==> src/rtl/wb_arbiter_pkg.sv <==
// Shared types and helpers for the writeback arbiter slice.
package wb_arbiter_pkg;

    localparam int unsigned WIDTH      = 32;
    localparam int unsigned REG_ADDR_W = 5;

    typedef enum logic [1:0] {
        WB_ALU = 2'b00,
        WB_MEM = 2'b01,
        WB_PC4 = 2'b10
    } wb_sel_t;

    typedef struct packed {
        logic [REG_ADDR_W-1:0] rd;
        logic [WIDTH-1:0]      data;
    } lu_entry_t;

    // Writeback result mux; the unused encoding 2'b11 falls back to the ALU result.
    function automatic logic [WIDTH-1:0] wb_select(
        input logic [1:0]       sel,
        input logic [WIDTH-1:0] alu,
        input logic [WIDTH-1:0] load,
        input logic [WIDTH-1:0] pc4
    );
        case (sel)
            WB_MEM:  return load;
            WB_PC4:  return pc4;
            default: return alu;
        endcase
    endfunction

endpackage

==> src/rtl/wb_lu_fifo.sv <==
// Small synchronous FIFO buffering long-latency unit results.
module wb_lu_fifo
    import wb_arbiter_pkg::*;
#(
    parameter int unsigned DEPTH = 2
) (
    input  logic      clk,
    input  logic      rst,
    input  logic      push,
    input  lu_entry_t push_entry,
    input  logic      pop,
    output logic      full,
    output logic      empty,
    output lu_entry_t head
);

    localparam int unsigned PW = $clog2(DEPTH);
    localparam int unsigned CW = PW + 1;

    lu_entry_t       mem [DEPTH];
    logic [PW-1:0]   wr_ptr;
    logic [PW-1:0]   rd_ptr;
    logic [CW-1:0]   count;

    // Storage array; contents need no reset since count gates visibility.
    always_ff @(posedge clk) begin
        if (push) begin
            mem[wr_ptr] <= push_entry;
        end
    end

    // Pointer and occupancy tracking; pointers wrap naturally (DEPTH is a power of 2).
    always_ff @(posedge clk) begin
        if (rst) begin
            wr_ptr <= '0;
            rd_ptr <= '0;
            count  <= '0;
        end else begin
            if (push) wr_ptr <= wr_ptr + PW'(1);
            if (pop)  rd_ptr <= rd_ptr + PW'(1);
            case ({push, pop})
                2'b10:   count <= count + CW'(1);
                2'b01:   count <= count - CW'(1);
                default: count <= count;
            endcase
        end
    end

    assign full  = (count == CW'(DEPTH));
    assign empty = (count == '0);
    assign head  = mem[rd_ptr];

endmodule

==> src/rtl/wb_arbiter.sv <==
// MEM/WB register, writeback mux and register-file write-port arbitration
// between the in-order pipeline and a buffered long-latency unit.
module wb_arbiter
    import wb_arbiter_pkg::*;
#(
    parameter int unsigned LU_DEPTH     = 2,
    parameter int unsigned STARVE_LIMIT = 4
) (
    input  logic                  clk,
    input  logic                  rst,
    input  logic                  mem_valid,
    input  logic                  mem_reg_write,
    input  logic [REG_ADDR_W-1:0] mem_rd_addr,
    input  logic [1:0]            mem_wb_sel,
    input  logic [WIDTH-1:0]      mem_alu_result,
    input  logic [WIDTH-1:0]      mem_load_data,
    input  logic [WIDTH-1:0]      mem_pc_plus4,
    input  logic                  lu_valid,
    output logic                  lu_ready,
    input  logic [REG_ADDR_W-1:0] lu_rd_addr,
    input  logic [WIDTH-1:0]      lu_data,
    output logic                  stall_req,
    output logic                  wr_en,
    output logic [REG_ADDR_W-1:0] rd_addr,
    output logic [WIDTH-1:0]      rd_data,
    output logic                  wb_src_lu
);

    localparam int unsigned SW = $clog2(STARVE_LIMIT + 1);

    logic                  wb_valid;
    logic                  wb_reg_write;
    logic [REG_ADDR_W-1:0] wb_rd;
    logic [1:0]            wb_sel;
    logic [WIDTH-1:0]      wb_alu;
    logic [WIDTH-1:0]      wb_load;
    logic [WIDTH-1:0]      wb_pc4;

    logic                  pipe_wr;
    logic [WIDTH-1:0]      pipe_data;

    logic                  fifo_push;
    logic                  fifo_pop;
    logic                  fifo_full;
    logic                  fifo_empty;
    lu_entry_t             fifo_head;
    lu_entry_t             fifo_in;

    logic [SW-1:0]         starve_cnt;
    logic                  starve_hit;

    // MEM/WB pipeline register; a stall injects a bubble while upstream holds its contents.
    always_ff @(posedge clk) begin
        if (rst) begin
            wb_valid     <= 1'b0;
            wb_reg_write <= 1'b0;
            wb_rd        <= '0;
            wb_sel       <= '0;
            wb_alu       <= '0;
            wb_load      <= '0;
            wb_pc4       <= '0;
        end else if (stall_req) begin
            wb_valid     <= 1'b0;
        end else begin
            wb_valid     <= mem_valid;
            wb_reg_write <= mem_reg_write;
            wb_rd        <= mem_rd_addr;
            wb_sel       <= mem_wb_sel;
            wb_alu       <= mem_alu_result;
            wb_load      <= mem_load_data;
            wb_pc4       <= mem_pc_plus4;
        end
    end

    assign pipe_wr   = wb_valid & wb_reg_write & (wb_rd != '0);
    assign pipe_data = wb_select(wb_sel, wb_alu, wb_load, wb_pc4);

    // No pass-through when full: readiness comes from registered occupancy only.
    assign lu_ready     = ~fifo_full;
    assign fifo_push    = lu_valid & lu_ready;
    assign fifo_in.rd   = lu_rd_addr;
    assign fifo_in.data = lu_data;

    wb_lu_fifo #(
        .DEPTH (LU_DEPTH)
    ) u_fifo (
        .clk        (clk),
        .rst        (rst),
        .push       (fifo_push),
        .push_entry (fifo_in),
        .pop        (fifo_pop),
        .full       (fifo_full),
        .empty      (fifo_empty),
        .head       (fifo_head)
    );

    // Write-port arbitration: pipeline has priority, FIFO drains in bubbles; rd=0 heads are dropped.
    always_comb begin
        wr_en     = 1'b0;
        rd_addr   = '0;
        rd_data   = '0;
        wb_src_lu = 1'b0;
        fifo_pop  = 1'b0;
        if (pipe_wr) begin
            wr_en   = 1'b1;
            rd_addr = wb_rd;
            rd_data = pipe_data;
        end else if (!fifo_empty) begin
            wr_en     = (fifo_head.rd != '0);
            rd_addr   = fifo_head.rd;
            rd_data   = fifo_head.data;
            wb_src_lu = 1'b1;
            fifo_pop  = 1'b1;
        end
    end

    assign starve_hit = (starve_cnt == SW'(STARVE_LIMIT));

    // Starvation guard: count full-without-pop cycles, then request a single-cycle stall.
    always_ff @(posedge clk) begin
        if (rst) begin
            starve_cnt <= '0;
            stall_req  <= 1'b0;
        end else begin
            stall_req <= starve_hit;
            if (starve_hit || fifo_pop) begin
                starve_cnt <= '0;
            end else if (fifo_full) begin
                starve_cnt <= starve_cnt + SW'(1);
            end
        end
    end

endmodule

==> config.mk <==
export PLATFORM = sky130hd
export DESIGN_NAME = wb_arbiter
export DESIGN_NICKNAME = d
export VERILOG_FILES = /design/src/rtl/wb_arbiter_pkg.sv /design/src/rtl/wb_lu_fifo.sv /design/src/rtl/wb_arbiter.sv
export SDC_FILE = /design/constraint.sdc
export NUM_CORES = 1
export LEC_CHECK = 0
export BUFFER_PORTS_ARGS = -buffer_cell sky130_fd_sc_hd__buf_2
export CAP_MARGIN = 20
export CORE_MARGIN = 2
export CORE_UTILIZATION = 55
export CTS_BUF_LIST = sky130_fd_sc_hd__clkbuf_8
export DETAILED_ROUTE_END_ITERATION = 6
export PLACE_DENSITY_LB_ADDON = 0.25
export SYNTH_ARGS = -nofsm -noshare
export SYNTH_HDL_FRONTEND = slang
export SYNTH_SLANG_ARGS = --single-unit
==> constraint.sdc <==
create_clock -name clk -period 2.3 [get_ports clk]
set_input_delay 0.345 -clock clk [delete_from_list [all_inputs] [get_ports clk]]
set_output_delay 0.345 -clock clk [all_outputs]
set_load 0.005 [all_outputs]
==> flow_metrics.env, run 1 <==
export IMPL_place_area_sq_um=9250
export IMPL_hold_violations=0
export IMPL_routed_via_density=5.49
export IMPL_rsz0062_at_grt="yes"
export IMPL_tightest_slew_ns=0.557
export IMPL_io_pins=186
export IMPL_cts_max_level=4
export IMPL_cts_made_buffers=17
export IMPL_drive_gt1_frac=0.360
export IMPL_ys_types=41
export IMPL_ant_nets=0
export IMPL_nFillCells=1085
export IMPL_power_density_nw_per_um2=822
export IMPL_worstPathCellList="buf_4, ha_4, buf_12, a22oi_1, o21ai_0, mux2_4, buf_2"
export IMPL_die_x_um=126
export IMPL_final_nets=1040
export IMPL_cts_buffer_depth=2
export IMPL_ys_top_cells_by_area="dfxtp_1 (28%), edfxtp_1 (27%), mux2i_1 (17%), nor2_1 (6.5%), mux2_4 (5.4%)"
export IMPL_layout_cells_non_filler=1089
export IMPL_synth_warning_count=0
export IMPL_reg2regPathDepth=5
export IMPL_place_gp_congestion=0.787
export IMPL_grt_pass1_wl_um=31200
export IMPL_synth_compound_area_share=0.0635
export IMPL_relSlewSlack=0.629
export IMPL_grt_max_degree=71
export IMPL_whs_path_depth=1
export IMPL_avgSynthCellArea_sq_um=11.5
export IMPL_dp_hpwl_um=12800
export IMPL_final_cell_area_sq_um=10100
export IMPL_synth_top_family_by_area="multiplexers"
export IMPL_ctsHoldBuffers=0
export IMPL_start_util=0.562
export IMPL_design_power_total_uw=8270
export IMPL_synthAdderAreaFrac=0.00769
export IMPL_fin_crit_sh=0.984
export IMPL_ys_seq_elements=188
export IMPL_syn_nets=856
export IMPL_fin_tns_setup_ns=0
export IMPL_fmax_ghz=0.442
export IMPL_path_max_fanout=13
export IMPL_slowest_delay_ns=0.33
export IMPL_synthXorXnorAreaFrac=0.00323
export IMPL_arrival_ns=1.92
export IMPL_synth_cells=706
export IMPL_synthMuxAreaShare=0.237
export IMPL_die_area_sq_um=15800
export IMPL_drt_wl_total_um=20200
export IMPL_dp_cells=1041
export IMPL_status="completed"
export IMPL_whs_ns=0.0646
export IMPL_antenna_found_initial=4
export IMPL_drtIter0Drc=340
export IMPL_irDropWorstVdd_v=0.000476
export IMPL_via_count=5979
export IMPL_cts_root_buf="clkbuf_8"
export IMPL_detail_route_wl_per_cell_um=18.5
export IMPL_io_buffers=185
export IMPL_finalSetupViolCount=0
export IMPL_cts_tree="yes"
export IMPL_synth_largest_area_cell="dfxtp_1"
export IMPL_cp_slowest_cell="dfxtp_2"
export IMPL_maxCapViolations=0
export IMPL_ys_seq_area_frac=0.554
export IMPL_critPathCaptureType="primary output"
export IMPL_leakage_uw=0.00403
export IMPL_gr_usage_all_layers=0.253
export IMPL_num_rows=44
export IMPL_clk_pin_slew_ns=0.10
export IMPL_netlist_area_sq_um=8140
export IMPL_drv_slew=0
export IMPL_finalClockSkew_ns=0.0160
export IMPL_period_needed_ns=2.26
export IMPL_cp_start_kind="register"
export IMPL_grt_pass1_vias=6062
export IMPL_cp_data_required_time_ns=1.96
export IMPL_drc=0
export IMPL_yosys_area_share_simple=0.0992
export IMPL_drt_pass1_iterations=5
export IMPL_clock_sinks=188
export IMPL_core_area_sq_um=14500
export IMPL_clock_latency_ns=0.46
export IMPL_layout_common_cells="buf_2 (184), mux2i_1 (140), nor2_1 (140), dfxtp_1 (106), edfxtp_1 (74)"
export IMPL_netlist_area_leader_share=0.280
export IMPL_final_common_cell="buf_2"
export IMPL_hold_class="primary input to register"
export IMPL_overflow=0
export IMPL_die_y_um=126
export IMPL_area_growth_pct=23.7
export IMPL_crit_type="register to primary output"
final cells by class:
| type | instances | area [sq um] | share of cell area |
|---|---|---|---|
| diodes | 2 | 5.00 | 0.000497 |
| repair buffers | 216 | 1390 | 0.138 |
| well taps | 184 | 230 | 0.0229 |
| flip-flops and latches | 188 | 4520 | 0.449 |
| inverters | 5 | 18.8 | 0.00186 |
| multi-input cells | 462 | 3500 | 0.348 |
| clock buffers | 19 | 262 | 0.0260 |
| clock inverters | 13 | 148 | 0.0147 |
cell usage after synthesis, drive strengths merged:
master,n
nor3b,1
inv,5
dfxtp,114
nand2,37
a21o,1
a22oi,32
a21oi,4
a32o,2
nor2,142
or3b,1
a2bb2oi,1
mux2,37
nand3,2
edfxtp,74
a21bo,1
or3,1
nand3b,2
mux2i,140
xor2,2
or4b,1
or4,1
nor3,5
a221o,1
nand2b,2
a31o,1
ha,5
buf,24
xnor2,1
and3,1
clkbuf,27
nor2b,1
or2,1
o21ai,33
o31ai,3
repair_timing:
| action | CTS | global route |
|---|---|---|
| gates cloned | 3 | 1 |
| buffers inserted | 10 | 0 |
| endpoints found under the setup margin | 34 | 35 |
| resized for setup | 31 | 42 |
| pin swaps | 4 | 0 |
logic make-up (layout without fill, tap and decap cells):
group	count (synthesis)	count (layout)
AND/OR/NAND/NOR	198	198
multiplexers	177	177
adder cells (fa/ha/maj)	5	5
other	0	2
flip-flops	188	188
XOR/XNOR	3	3
buffers and inverters	56	253
AO/OA/AOI/OAI	79	79
path summary, 6_finish.rpt:
kind                   startpoint           endpoint  slack, ns
setup / recovery        wb_sel[0]        rd_data[24]       0.04
setup reg to reg  u_fifo.count[0]    u_fifo.count[1]       0.31
hold reg to reg     starve_cnt[2]          stall_req       0.48
hold / removal      lu_rd_addr[1]  u_fifo.mem[1][33]       0.06
routing by layer:
metal  wire length (um)  part of all wire  global-route usage  vias to the layer above
met2              10000              0.50               0.423                      193
met4                367             0.018              0.0830                        6
met1               8490              0.42               0.328                     2885
met3               1290             0.064              0.0565                       37
li1                   -                 -                   -                     2858
met5                 37            0.0018                   0                        -
sequential cells by signal (all words and copies together), names as in the netlist, named ones only:
name / flops
u_fifo.mem: 74
wb_alu: 32
wb_load: 32
wb_pc4: 32
wb_rd: 5
starve_cnt: 3
u_fifo.count: 2
wb_sel: 2
stall_req: 1
u_fifo.rd_ptr: 1
u_fifo.wr_ptr: 1
wb_reg_write: 1
wb_valid: 1
critical path, delay by kind of cell, from the launching register on:
kind	cells	cell delay [ns]
multiplexers	1	0.27
buffers and inverters	3	0.43
AO/OA/AOI/OAI	2	0.24
adder cells (fa/ha/maj)	1	0.19
flip-flops	1	0.33
stage by stage:
| stage | utilization | worst slack, ns |
|---|---|---|
| after CTS | 0.685 | -0.00000644 |
| after floorplan | - | 0.169 |
| after global placement | 0.639 | 0.183 |
| after detailed placement | 0.639 | 0.175 |
| final | 0.695 | 0.0375 |
| after global routing | 0.695 | -0.0296 |
report_power, final:
part           switching [uW]  internal [uW]  leakage [uW]
sequential                155           3790       0.00164
clock                    1140           1120      0.000225
combinational            1010           1050       0.00216
total                    2310           5960       0.00403
(Power assumes the default switching activity.)
==> inputs of run 2 (changes only) <==
- BUFFER_PORTS_ARGS: -buffer_cell sky130_fd_sc_hd__buf_2 -> default
- DONT_BUFFER_PORTS: default -> 1
==> run 2 against run 1 <==
Wire length fell by 4.5%. First-iteration DRC count is 22% lower. Hold slack got worse by 0.030 ns. Core utilization decreased by 2.1 points. Clock power rose by 13%. Critical path depth decreased by 3. Sequential share of layout area is 1.4 points higher. Via count down 7.4%. Sequential power about the same.
==> flow_metrics.env, run 2 (synthesis results as in run 1) <==
export IMPL_critPathCaptureType="primary output"
export IMPL_leakage_uw=0.00353
export IMPL_crit_path_end="rd_data[31]"
export IMPL_detail_route_wl_per_cell_um=19.9
export IMPL_arrival_ns=1.87
export IMPL_cp_startpoint="wb_rd[1]"
export IMPL_cts_tree="yes"
export IMPL_irDropWorstVdd_v=0.000653
export IMPL_drt_pass1_iterations=5
export IMPL_area_growth_pct=20.0
export IMPL_io_pins=186
export IMPL_hold_violations=0
export IMPL_tightest_slew_ns=0.634
export IMPL_drv_slew=0
export IMPL_drc=0
export IMPL_drive_gt1_frac=0.144
export IMPL_gr_usage_all_layers=0.245
export IMPL_cts_root_buf="clkbuf_8"
export IMPL_design_power_total_uw=8330
export IMPL_die_y_um=126
export IMPL_crit_type="register to primary output"
export IMPL_ant_nets=0
export IMPL_drtIter0Drc=265
export IMPL_cts_buffer_depth=2
export IMPL_r2r_end="u_fifo.count[0]"
export IMPL_clk_pin_slew_ns=0.10
export IMPL_layout_common_cells="mux2i_1 (140), nor2_1 (140), dfxtp_1 (109), dlygate4sd3_1 (77), edfxtp_1 (74)"
export IMPL_grt_pass1_vias=5819
export IMPL_rsz0062_at_grt="yes"
export IMPL_fin_tns_setup_ns=0
export IMPL_routed_via_density=5.70
export IMPL_dp_hpwl_um=11900
export IMPL_status="completed"
export IMPL_path_max_fanout=18
export IMPL_largest_register="u_fifo.mem"
export IMPL_die_x_um=126
export IMPL_grt_max_degree=109
export IMPL_cts_made_buffers=17
export IMPL_overflow=0
export IMPL_hp_start="mem_load_data[5]"
export IMPL_io_buffers=0
export IMPL_hold_class="primary input to register"
export IMPL_finalSetupViolCount=0
export IMPL_place_gp_congestion=0.812
export IMPL_cts_max_level=4
export IMPL_maxCapViolations=0
export IMPL_drt_wl_total_um=19300
export IMPL_die_area_sq_um=15800
export IMPL_cp_data_required_time_ns=1.96
export IMPL_finalClockSkew_ns=0.0165
export IMPL_relSlewSlack=0.577
export IMPL_antennaDiodeCount=0
export IMPL_largest_reg_flops=74
export IMPL_fmax_ghz=0.452
export IMPL_num_rows=44
export IMPL_core_area_sq_um=14500
export IMPL_cp_start_kind="register"
export IMPL_power_density_nw_per_um2=853
export IMPL_antenna_found_initial=0
export IMPL_grt_pass1_wl_um=30100
export IMPL_final_nets=924
export IMPL_start_util=0.562
export IMPL_reg2regPathDepth=6
export IMPL_period_needed_ns=2.21
export IMPL_reg2reg_from="u_fifo.count[0]"
export IMPL_fin_crit_sh=0.962
export IMPL_clock_sinks=188
export IMPL_regToRegSetupSlack_ns=0.09
export IMPL_clock_latency_ns=0.46
export IMPL_via_count=5538
## run 2: cell types whose count changed in the layout (fill, tap and decap cells not counted), sizes merged
cell	previous run	this run
buf	215	23
bufinv	3	5
clkinv	3	1
clkinvlp	0	1
diode	2	0
dlygate4sd3	0	77
inv	12	10
## run 2: area by class of cell
class | count | area (sq um)
Clock buffer | 20 | 275
Clock inverter | 12 | 208
Fill cell | 1029 | 4720
Inverter | 5 | 18.8
Multi-Input combinational cell | 462 | 3390
Sequential cell | 188 | 4520
Tap cell | 184 | 230
Timing Repair Buffer | 100 | 1120
## run 2: routing by layer
layer  global-route usage  up-vias  share of wire
met2                0.423      208           0.50
met4                0.101        0          0.021
li1                     -     2626              -
met1                0.282     2677           0.40
met3               0.0777       27          0.080
met5                    0        -              0
## run 2: how the worst min path moves through the flow
stage	endpoint	slack (ns)	depth (start not counted)
after floorplan	u_fifo.mem[0][0]	0.44	0
after global placement	u_fifo.count[1]	0.42	1
after detailed placement	u_fifo.wr_ptr	0.43	1
after CTS	wb_load[5]	0.0003	2
after global routing	wb_alu[17]	0.002	2
final	wb_load[5]	0.03	2
## run 2: power by group
| part | internal, uW | switching, uW |
|---|---|---|
| sequential | 3780 | 147 |
| clock | 1400 | 1160 |
| combinational | 897 | 940 |
| total | 6080 | 2250 |
## run 2: per-stage QoR
step | util | instance area (sq um) | cells | hold WS, ns | worst slack (ns)
floorplan | - | 8140 | 706 | 0.444 | 0.169
global placement | 0.571 | 8270 | 853 | 0.424 | 0.273
detailed placement | 0.571 | 8270 | 853 | 0.428 | 0.243
CTS | 0.663 | 9600 | 965 | 0.000289 | 0.000186
global route | 0.674 | 9760 | 971 | 0.00226 | -0.0171
finish | 0.674 | 9760 | 971 | 0.0349 | 0.0868
## run 2: repair_timing
action / CTS / global route
endpoints found under the hold margin: 183 / 1
buffers inserted: 3 / 5
endpoints found under the setup margin: 33 / 35
hold buffers: 77 / 1
resized for setup: 7 / 18
gates cloned: 0 / 0
pin swaps: 3 / 1
## run 2: worst max-delay path, cell delays in order (launching register included)
cell,delay [ns]
dfxtp_2,0.35
nor3_4,0.27
a21o_4,0.20
buf_12,0.19
mux2_2,0.39
